==> config.mk <==
export PLATFORM = sky130hd
export DESIGN_NAME = multiplier_adder_32bit
export DESIGN_NICKNAME = d
export VERILOG_FILES = /design/src/rtl/mac_pkg.sv /design/src/rtl/cla_adder_32.sv /design/src/rtl/multiplier_adder_32bit.sv
export SDC_FILE = /design/constraint.sdc
export NUM_CORES = 1
export LEC_CHECK = 0
export CAP_MARGIN = 20
export CORE_MARGIN = 3
export CORE_UTILIZATION = 30
export DETAILED_ROUTE_END_ITERATION = 6
export GPL_TIMING_DRIVEN = 0
export PLACE_DENSITY = 0.53
export RECOVER_POWER = 100
export SYNTH_ARGS = -nofsm -noshare
export SYNTH_HDL_FRONTEND = slang
export SYNTH_SLANG_ARGS = --single-unit
==> constraint.sdc <==
create_clock -name clk -period 13.9 [get_ports clk]
set_input_delay 2.78 -clock clk [delete_from_list [all_inputs] [get_ports clk]]
set_output_delay 2.78 -clock clk [all_outputs]
set_load 0.02 [all_outputs]
==> src/rtl/mac_pkg.sv <==
// Shared widths for the MAC multiply-add datapath.
package mac_pkg;

    localparam int unsigned A_W     = 8;
    localparam int unsigned ACC_W   = 32;
    localparam int unsigned PROD_W  = 2 * A_W;
    localparam int unsigned GRP_W   = 4;
    localparam int unsigned N_GROUP = ACC_W / GRP_W;

endpackage

==> src/rtl/cla_adder_32.sv <==
// 32-bit combinational adder: 4-bit carry-lookahead groups, group carry rippled between them.
module cla_adder_32
    import mac_pkg::*;
(
    input  logic [ACC_W-1:0] a_i,
    input  logic [ACC_W-1:0] b_i,
    input  logic             cin_i,
    output logic [ACC_W-1:0] s_o,
    output logic             cout_o
);

    logic [N_GROUP:0] grp_c;

    assign grp_c[0] = cin_i;

    for (genvar k = 0; k < N_GROUP; k++) begin : g_grp
        logic [GRP_W-1:0] g;
        logic [GRP_W-1:0] p;
        logic [GRP_W:0]   c;

        assign g = a_i[k*GRP_W +: GRP_W] & b_i[k*GRP_W +: GRP_W];
        assign p = a_i[k*GRP_W +: GRP_W] ^ b_i[k*GRP_W +: GRP_W];

        // Lookahead carries, each expanded directly from the group carry-in.
        assign c[0] = grp_c[k];
        assign c[1] = g[0] | (p[0] & c[0]);
        assign c[2] = g[1] | (p[1] & g[0]) | (p[1] & p[0] & c[0]);
        assign c[3] = g[2] | (p[2] & g[1]) | (p[2] & p[1] & g[0])
                    | (p[2] & p[1] & p[0] & c[0]);
        assign c[4] = g[3] | (p[3] & g[2]) | (p[3] & p[2] & g[1])
                    | (p[3] & p[2] & p[1] & g[0])
                    | (p[3] & p[2] & p[1] & p[0] & c[0]);

        assign s_o[k*GRP_W +: GRP_W] = p ^ c[GRP_W-1:0];
        assign grp_c[k+1]            = c[GRP_W];
    end

    assign cout_o = grp_c[N_GROUP];

endmodule

==> src/rtl/multiplier_adder_32bit.sv <==
// Registered unsigned multiply-add: product = a*b, {carry_out, sum} = a*b + addend.
module multiplier_adder_32bit
    import mac_pkg::*;
(
    input  logic             clk,
    input  logic             reset,
    input  logic             en,
    input  logic [A_W-1:0]   a,
    input  logic [A_W-1:0]   b,
    input  logic [ACC_W-1:0] addend,
    output logic [ACC_W-1:0] product,
    output logic [ACC_W-1:0] sum,
    output logic             carry_out,
    output logic             valid
);

    logic [ACC_W-1:0] pp [A_W];
    logic [ACC_W-1:0] acc [A_W+1];
    logic [A_W-1:0]   unused_row_cout;

    logic [ACC_W-1:0] product_d, product_q;
    logic [ACC_W-1:0] sum_d, sum_q;
    logic             carry_d, carry_q;
    logic             valid_q;

    assign acc[0] = '0;

    // Shift-and-add array: row i adds a<<i when b[i] is set. Rows never exceed
    // PROD_W bits, so the upper adder inputs stay zero and row carries are always 0.
    for (genvar i = 0; i < A_W; i++) begin : g_row
        assign pp[i] = b[i] ? (ACC_W'(a) << i) : '0;

        cla_adder_32 u_row (
            .a_i   (acc[i]),
            .b_i   (pp[i]),
            .cin_i (1'b0),
            .s_o   (acc[i+1]),
            .cout_o(unused_row_cout[i])
        );
    end

    assign product_d = acc[A_W];

    cla_adder_32 u_sum (
        .a_i   (product_d),
        .b_i   (addend),
        .cin_i (1'b0),
        .s_o   (sum_d),
        .cout_o(carry_d)
    );

    always_ff @(posedge clk) begin
        if (reset) begin
            product_q <= '0;
            sum_q     <= '0;
            carry_q   <= 1'b0;
            valid_q   <= 1'b0;
        end else if (en) begin
            product_q <= product_d;
            sum_q     <= sum_d;
            carry_q   <= carry_d;
            valid_q   <= 1'b1;
        end else begin
            valid_q   <= 1'b0;
        end
    end

    assign product   = product_q;
    assign sum       = sum_q;
    assign carry_out = carry_q;
    assign valid     = valid_q;

endmodule

==> impl_results.md, run 1 <==
- Main synth FF type: sky130_fd_sc_hd__dfxtp_1
- Syn Area/Cell: 8.89 µm²
- Total number of H-tree levels: 2
- Endpoint of the worst hold path: product[8]
- Routed len/inst: 13.5 µm
- Overall power after layout: 1630 µW
- Most common cell after layout, fill and taps aside: sky130_fd_sc_hd__ha_1
- Final critical-path share of the clock period: 92.0%
- Detailed-router iteration count before antenna repair: 4
- Congestion Overflow GR: 0
- Worst Setup End Kind: flip-flop
- Worst setup path category: in -> reg
- Cell area after synthesis: 4980 µm²
- Result of the run: completed
- Relative slew slack: 49.3%
- TritonCTS clock tree: done
- Final setup skew: 0 ns
- Area share of the largest cell type after synthesis: 20.1%
- Flip-flop and latch count after synthesis: 50
- Count of buffers added by post-CTS timing repair for setup: 0
- Final setup TNS: 0 ns
- I/O pin count: 117
- Residual DRC: 0
- Area contributors post-synth: sky130_fd_sc_hd__dfxtp_1 (20%), sky130_fd_sc_hd__ha_1 (19%), sky130_fd_sc_hd__fa_1 (8.4%)
- Path category of the worst min-delay check: reg -> reg
- Required @ worst endpoint: 14.11 ns
- Clock-pin slew of the registers on the worst-case setup and hold paths: 0.07 ns
- Area after DPL: 6300 µm²
- Final design area excluding fillers: 6450 µm²
- Number of routed nets with antenna violations: 0
- Global-route wire length before repair: 20400 µm
- Highest-count cells in the layout ignoring fill and taps: sky130_fd_sc_hd__ha_1 (75), sky130_fd_sc_hd__and2_1 (58), sky130_fd_sc_hd__nor2_1 (53), sky130_fd_sc_hd__dlygate4sd3_1 (52), sky130_fd_sc_hd__dfxtp_1 (50)
- Die W: 135 µm
- Area of the multi-input gates: 3730 µm²
- Initial antenna violation count: 0
- Reg2reg start: product[14]
- Clock network latency to the later pin of the worst-skew pair: 0.29 ns
- Fraction of final layout cells with drive strength greater than 1: 4.55%
- Post-cts resize count: 0
- Worst min-delay path startpoint: product[8]
- Min Clock Period, post-route: 12.79 ns
- Static leakage: 0.00312 µW
- Hold Violations, Final: 0
- Count of clock tree sinks: 50
- Clock buffer count from CTS: 5
- Half-perimeter wire length of the detailed placement result: 10500 µm
- Longest individual stage delay on the worst path: 0.69 ns
- Maximum number of pins on one net before global-route repair: 16
- Cell with the biggest individual delay on the critical path: sky130_fd_sc_hd__dlygate4sd3_1
- Largest area contributor in the synthesized netlist: sky130_fd_sc_hd__dfxtp_1
- Post-synthesis cell type count: 46
- CP most frequent cell: sky130_fd_sc_hd__ha_1
- Hold Path Depth: 2
- Reg-to-reg setup timing slack: 13.04 ns
- Number of cells on the worst reg-to-reg path: 2
- Number of failing setup endpoints in the final timing report: 0
- Area growth from synthesis to final layout: 29.5%
- Unrepaired setup endpoints after global routing: no
- Hold-fix buffers at CTS: 0
- Instance count of the mapped netlist: 560
- Number of core rows: 46
- Total power per unit cell area: 253 nW/µm²
- Final antenna diode count: 0
- Post-layout utilization of the core: 40.2%
- Number of enable flip-flop cells after synthesis: 0
- Clock root cell: sky130_fd_sc_hd__clkbuf_16
- Total number of yosys warnings: 0
- Type of element launching the critical path: input port
- Wire length reported by the detailed router: 12100 µm
- Max Buffers Root-to-Sink: 2
- Arrival time at the worst endpoint: 13.00 ns
- Port Buffer Count: 99
- Final max-slew violation count: 0
- Via count of the first global-routing pass: 4267
- DRC violation total after the first TritonRoute iteration: 102
- Die Ht: 135 µm
- Worst Path Max Fanout: 10
- Final RePlAce weighted congestion: 0.850
- Vias per cell: 4.60
- Floorplan core area: 16100 µm²
- Total vias in the final route: 4127
- Worst VDD drop: 0.136 mV
- Sequential element share of the synthesized area: 20.1%
- Starting density of the core: 31.0%
- Floorplan die area: 18200 µm²
- Slew at the pin with the worst max-slew slack: 0.761 ns
- Maximum achievable frequency: 0.0782 GHz
- Fillers: 1618
- Crit path launch: a[1]
- Final layout net count: 828
- Overall global routing resource usage: 13.7%
- Max-cap violations: 0
- Register area: 1000 µm²
- Fraction of registers with async set/reset: 0%
- Reg-to-Reg End: product[14]
[per-layer routing]
metal	share of wire, %	vias to the layer above	global-route usage (%)
li1	-	2140	-
met4	1.1	0	3.00
met5	0	-	0
met1	45	1892	16.8
met3	4.2	8	1.83
met2	50	87	25.4
[power breakdown]
group | internal, µW | switching, µW | leakage (µW)
logic | 601 | 708 | 0.00264
clock network | 71.4 | 55.0 | 0.0000729
registers | 178 | 15.9 | 0.000414
total | 850 | 779 | 0.00312
[critical path, delay by kind of cell]
family                   cells  cell delay (ns)
buffers and inverters        5             1.32
adder cells (fa/ha/maj)     11             3.97
AO/OA/AOI/OAI               16             3.08
XOR/XNOR                     4             0.68
AND/OR/NAND/NOR              6             1.11
[metrics by stage]
stage                     hold slack (ns)  worst slack [ns]  instances
final                               0.477              1.11        898
after global routing                0.493             0.234        898
after CTS                           0.483              1.10        898
after detailed placement            0.468             0.805        890
after global placement              0.469             0.992        890
after floorplan                     0.544              2.54        575
[flip-flops by register name, summed over array words and instances (netlist names)]
register,cells
sum,32
carry_out,1
product,16
valid,1
[cell usage after synthesis (4+ instances only)]
cell type                  count
sky130_fd_sc_hd__nand2_1      12
sky130_fd_sc_hd__a21o_1       19
sky130_fd_sc_hd__o21bai_1      7
sky130_fd_sc_hd__o211ai_1      5
sky130_fd_sc_hd__buf_1         6
sky130_fd_sc_hd__nand2b_1      5
sky130_fd_sc_hd__mux2i_1      23
sky130_fd_sc_hd__clkbuf_1      8
sky130_fd_sc_hd__buf_4        16
sky130_fd_sc_hd__fa_1         21
sky130_fd_sc_hd__o21ai_0      16
sky130_fd_sc_hd__and2_1       61
sky130_fd_sc_hd__xor2_1       28
sky130_fd_sc_hd__dfxtp_1      50
sky130_fd_sc_hd__ha_1         75
sky130_fd_sc_hd__xnor2_1      27
sky130_fd_sc_hd__or3_1         4
sky130_fd_sc_hd__nor2b_1       8
sky130_fd_sc_hd__nor2_1       53
sky130_fd_sc_hd__a21oi_1      23
sky130_fd_sc_hd__a211oi_1     20
sky130_fd_sc_hd__inv_1        33
sky130_fd_sc_hd__nor3_1        5
[cell families (layout without fill, tap and decap cells)]
| logic type | Yosys count | after routing | share of synthesized area (%) |
|---|---|---|---|
| xor gates and xnor gates | 55 | 55 | 9.68 |
| muxes | 23 | 23 | 4.62 |
| other | 1 | 16 | 0.0753 |
| DFF | 50 | 50 | 20.1 |
| buffers and inverters | 65 | 172 | 6.16 |
| adders and majority gates | 96 | 96 | 27.3 |
| AOI/OAI and AO/OA | 109 | 109 | 15.0 |
| and+or+nand+nor | 161 | 161 | 17.1 |
[layout make-up]
type | instances | area share (%)
multi-input combinational | 460 | 57.8
sequential | 50 | 15.5
timing repair buffer | 99 | 15.4
tap | 216 | 4.19
buffer | 32 | 2.83
clock buffer | 6 | 2.15
inverter | 33 | 1.92
clock inverter | 2 | 0.194
[worst max path at each step]
stage | end | slack, ns | cells after the start
CTS | sum[19] | 1.10 | 42
global route | sum[28] | 0.23 | 41
finish | sum[19] | 1.11 | 42
global placement | sum[19] | 0.99 | 42
floorplan | sum[19] | 2.54 | 38
detailed placement | sum[19] | 0.81 | 42
Note: power is estimated with default switching activity, not from simulation.
==> run 2, diff against run 1 <==
--- a/config.mk
+++ b/config.mk
@@ -5,12 +5,13 @@
 export SDC_FILE = /design/constraint.sdc
 export NUM_CORES = 1
 export LEC_CHECK = 0
+export ABC_AREA = 1
 export CAP_MARGIN = 20
 export CORE_MARGIN = 3
 export CORE_UTILIZATION = 30
 export DETAILED_ROUTE_END_ITERATION = 6
 export GPL_TIMING_DRIVEN = 0
-export PLACE_DENSITY = 0.53
+export PLACE_DENSITY = 0.52
 export RECOVER_POWER = 100
 export SYNTH_ARGS = -nofsm -noshare
 export SYNTH_HDL_FRONTEND = slang
==> constraint.sdc (replaced) <==
create_clock -name clk -period 15.95 [get_ports clk]
set_input_delay 3.19 -clock clk [delete_from_list [all_inputs] [get_ports clk]]
set_output_delay 3.19 -clock clk [all_outputs]
set_load 0.02 [all_outputs]
==> run 2 against run 1 <==
Net effect: global-route usage shrank 0.22 points; sequential share of layout area down 0.060 points; largest power group unchanged; count of clock-buffer cells in the layout did not move; final area increased by 0.39%; critical path type unchanged; critical endpoint is now sum[30].
==> impl_results.md, run 2 <==
- Result of the run: completed
- Detailed-router iteration count before antenna repair: 4 (unchanged)
- Most repeated cell in the gate-level netlist after synthesis: sky130_fd_sc_hd__inv_1
- Switching power as a share of total power: 49.7% (+2.0 points)
- I/O pin count: 117 (unchanged)
- Type of element launching the critical path: input port
- Maximum number of pins on one net before global-route repair: 16 (unchanged)
- Register area: 1000 µm² (unchanged)
- Half-perimeter wire length of the detailed placement result: 10600 µm (+0.79%)
- Floorplan die area: 18900 µm² (+4.3%)
- Final antenna diode count: 0 (unchanged)
- Routed len/inst: 11.9 µm (-12%)
- TritonCTS clock tree: done
- Final setup TNS: 0 ns (unchanged)
- Post-Place Setup Slack: 3.50 ns (+2.69 ns)
- Number of failing setup endpoints in the final timing report: 0 (unchanged)
- Area share of xor/xnor cells in the synthesized design: 8.08% (-1.6 points)
- Number of routed nets with antenna violations: 0 (unchanged)
- Combinational cell fraction of total power: 78.9% (-1.4 points)
- Multiplexer share of the synthesized area: 0% (-4.6 points)
- Area growth from synthesis to final layout: 24.5%
- Post-synthesis cell type count: 35 (-24%)
- Fraction of final layout cells with drive strength greater than 1: 4.04% (-0.50 points)
- Cell with the biggest individual delay on the critical path: sky130_fd_sc_hd__fa_1
- Worst VDD drop: 0.107 mV (-21%)
- Most common cell after layout, fill and taps aside: sky130_fd_sc_hd__inv_1
- Hold-fix buffers at CTS: 0 (unchanged)
- Wire length reported by the detailed router: 12600 µm (+4.2%)
- Final RePlAce weighted congestion: 0.812 (-4.4%)
- Most frequent cells after synthesis: sky130_fd_sc_hd__inv_1 (150), sky130_fd_sc_hd__nand2_1 (118), sky130_fd_sc_hd__ha_1 (75)
- Overall global routing resource usage: 13.5% (-0.22 points)
- Number of flip-flops in the largest register: 32 (unchanged)
- Total power per unit cell area: 206 nW/µm² (-19%)
- Max-cap violations: 0 (unchanged)
- Die W: 138 µm (+2.1%)
- CP most frequent cell: sky130_fd_sc_hd__nand2_1
- Worst-case setup margin in the final layout: 3.67 ns (+2.56 ns)
- Post-cts resize count: 0 (unchanged)
- Unrepaired setup endpoints after global routing: no
- Arrival time at the worst endpoint: 12.48 ns (-0.52 ns)
- Maximum achievable frequency: 0.0814 GHz
- Clock buffer count from CTS: 5 (unchanged)
- Final max-slew violation count: 0 (unchanged)
- Area contributors post-synth: sky130_fd_sc_hd__dfxtp_1 (19%), sky130_fd_sc_hd__ha_1 (18%), sky130_fd_sc_hd__inv_1 (11%)
- Simple-gate share of the synthesized area: 18.8% (+1.7 points)
- Number of enable flip-flop cells after synthesis: 0 (unchanged)
- Sequential element share of the synthesized area: 19.2% (-0.86 points)
- DRC violation total after the first TritonRoute iteration: 122 (+20%)
- Initial antenna violation count: 0 (unchanged)
- Proportion of power drawn by flip-flops and latches: 12.8% (+0.9 points)
- Count of clock tree sinks: 50 (unchanged)
- Required @ worst endpoint: 16.14 ns (+2.03 ns)
- Internal power component: 670 µW (-21%)
- Instance count of the mapped netlist: 734 (+31%)
- Main combinational cell family by area after synthesis: adder cells
- Min Clock Period, post-route: 12.28 ns
- Clk pwr share: 8.2% (+0.4 points)
- Final critical-path share of the clock period: 77.0%
- Worst Path Max Fanout: 8 (-2)
- Switch Pwr: 663 µW (-15%)
- Syn Area/Cell: 7.08 µm² (-20%)
- Hold Violations, Final: 0 (unchanged)
- Floorplan core area: 16800 µm² (+4.4%)
- Max Buffers Root-to-Sink: 2 (unchanged)
- Congestion Overflow GR: 0 (unchanged)
- Highest-count cells in the layout ignoring fill and taps: sky130_fd_sc_hd__inv_1 (150), sky130_fd_sc_hd__nand2_1 (121), sky130_fd_sc_hd__nor2_1 (75), sky130_fd_sc_hd__ha_1 (75), sky130_fd_sc_hd__dlygate4sd3_1 (52)
- Vias per cell: 4.21 (-8.4%)
- Fraction of registers with async set/reset: 0% (unchanged)
- Longest individual stage delay on the worst path: 0.50 ns (-0.19 ns)
- Largest area contributor in the synthesized netlist: sky130_fd_sc_hd__dfxtp_1
- Clock-pin slew of the registers on the worst-case setup and hold paths: 0.07 ns (about the same)
- Final setup skew: 0 ns (unchanged)
- Clock network latency to the later pin of the worst-skew pair: 0.29 ns (about the same)
- Slew at the pin with the worst max-slew slack: 0.599 ns (-0.163 ns)
- Cell area after synthesis: 5200 µm² (+4.4%)
- Port Buffer Count: 84 (-15%)
- Worst setup path category: in -> reg
- Flip-flop and latch count after synthesis: 50 (unchanged)
- Area after DPL: 6370 µm² (+1.2%)
- Global-route wire length before repair: 20500 µm (+0.61%)
- Total number of yosys warnings: 0 (unchanged)
- Starting density of the core: 31.0% (about the same)
- Area of the multi-input gates: 3400 µm² (-8.8%)
- Worst Setup End Kind: flip-flop
- Number of core rows: 47 (+2.2%)
- Main synth FF type: sky130_fd_sc_hd__dfxtp_1
- Via count of the first global-routing pass: 4262 (-0.12%)
- Total vias in the final route: 4468 (+8.3%)
- Count of buffers added by post-CTS timing repair for setup: 0 (unchanged)
- Post-layout utilization of the core: 38.6% (-1.5 points)
- Final design area excluding fillers: 6470 µm² (+0.39%)
- Fillers: 1818 (+12%)
- Final layout net count: 987 (+19%)
- Arithmetic-cell share of the synthesized area counting full adders, half adders and majority gates: 26.1% (-1.2 points)
- Relative slew slack: 60.1% (+11 points)
- Area share of the largest cell type after synthesis: 19.2% (-0.86 points)
- Complex-gate fraction of the synthesized area: 12.1% (-2.9 points)
- Total number of H-tree levels: 2 (unchanged)
- Static leakage: 0.00383 µW (+23%)
- Die Ht: 138 µm (+2.1%)
- Residual DRC: 0 (unchanged)
- Clock root cell: sky130_fd_sc_hd__clkbuf_16
- Path category of the worst min-delay check: reg -> reg
==> run 2: per-stage QoR <==
stage / total power (µW) / hold WS (ns) / cells
4_1_cts: 1390 / 0.470 / 1061
6_report: 1330 / 0.465 / 1061
3_5_place_dp: 1270 / 0.459 / 1053
3_3_place_gp: 1270 / 0.462 / 1053
5_1_grt: 1530 / 0.495 / 1061
2_1_floorplan: 1020 / 0.544 / 749
==> run 2: critical path: cells and delay by family <==
family | cells | cell delay [ns]
xor+xnor | 3 | 0.53
compound gates | 7 | 1.13
simple gates | 19 | 2.23
fa+ha+maj | 13 | 4.54
buf+inv | 9 | 0.82
==> run 2: final timing paths <==
path / cells past startpoint / slack [ns] / startpoint / end
hold reg to reg: 2 / 0.47 / sum[19] / sum[19]
setup reg to reg: 4 / 15.24 / sum[10] / sum[10]
hold / removal: 2 / 0.47 / sum[19] / sum[19]
setup / recovery: 51 / 3.67 / a[1] / sum[30]
==> run 2: power groups by stage <==
stage	Combinational [µW]	Sequential [µW]	Clock, µW
floorplan	809	207	0
global placement	1090	174	0
detailed placement	1090	175	0
CTS	1100	173	114
global route	1230	174	120
finish	1050	171	110
==> run 2: final cells by class <==
type                       instances  share of cell area [%]
tap                              220                    4.25
clock inverter                     2                   0.193
inverter                         150                    8.70
sequential                        50                    15.5
timing repair buffer              84                    13.0
multi-input combinational        503                    52.5
clock buffer                       6                    2.15
buffer                            46                    3.75
==> run 2: logic make-up after synthesis <==
kind of cell,count (synthesis)
buffers and inverters,196
flip-flops,50
XOR/XNOR,48
adder cells (fa/ha/maj),96
other,1
AND/OR/NAND/NOR,230
AO/OA/AOI/OAI,113
==> run 2: layer usage <==
metal | up-vias | global-route usage [%] | share of wire [%]
li1 | 2444 | - | -
met1 | 1933 | 17.8 | 48
met2 | 84 | 23.0 | 45
met3 | 7 | 2.30 | 6.0
met4 | 0 | 2.99 | 0.94
met5 | - | 0 | 0
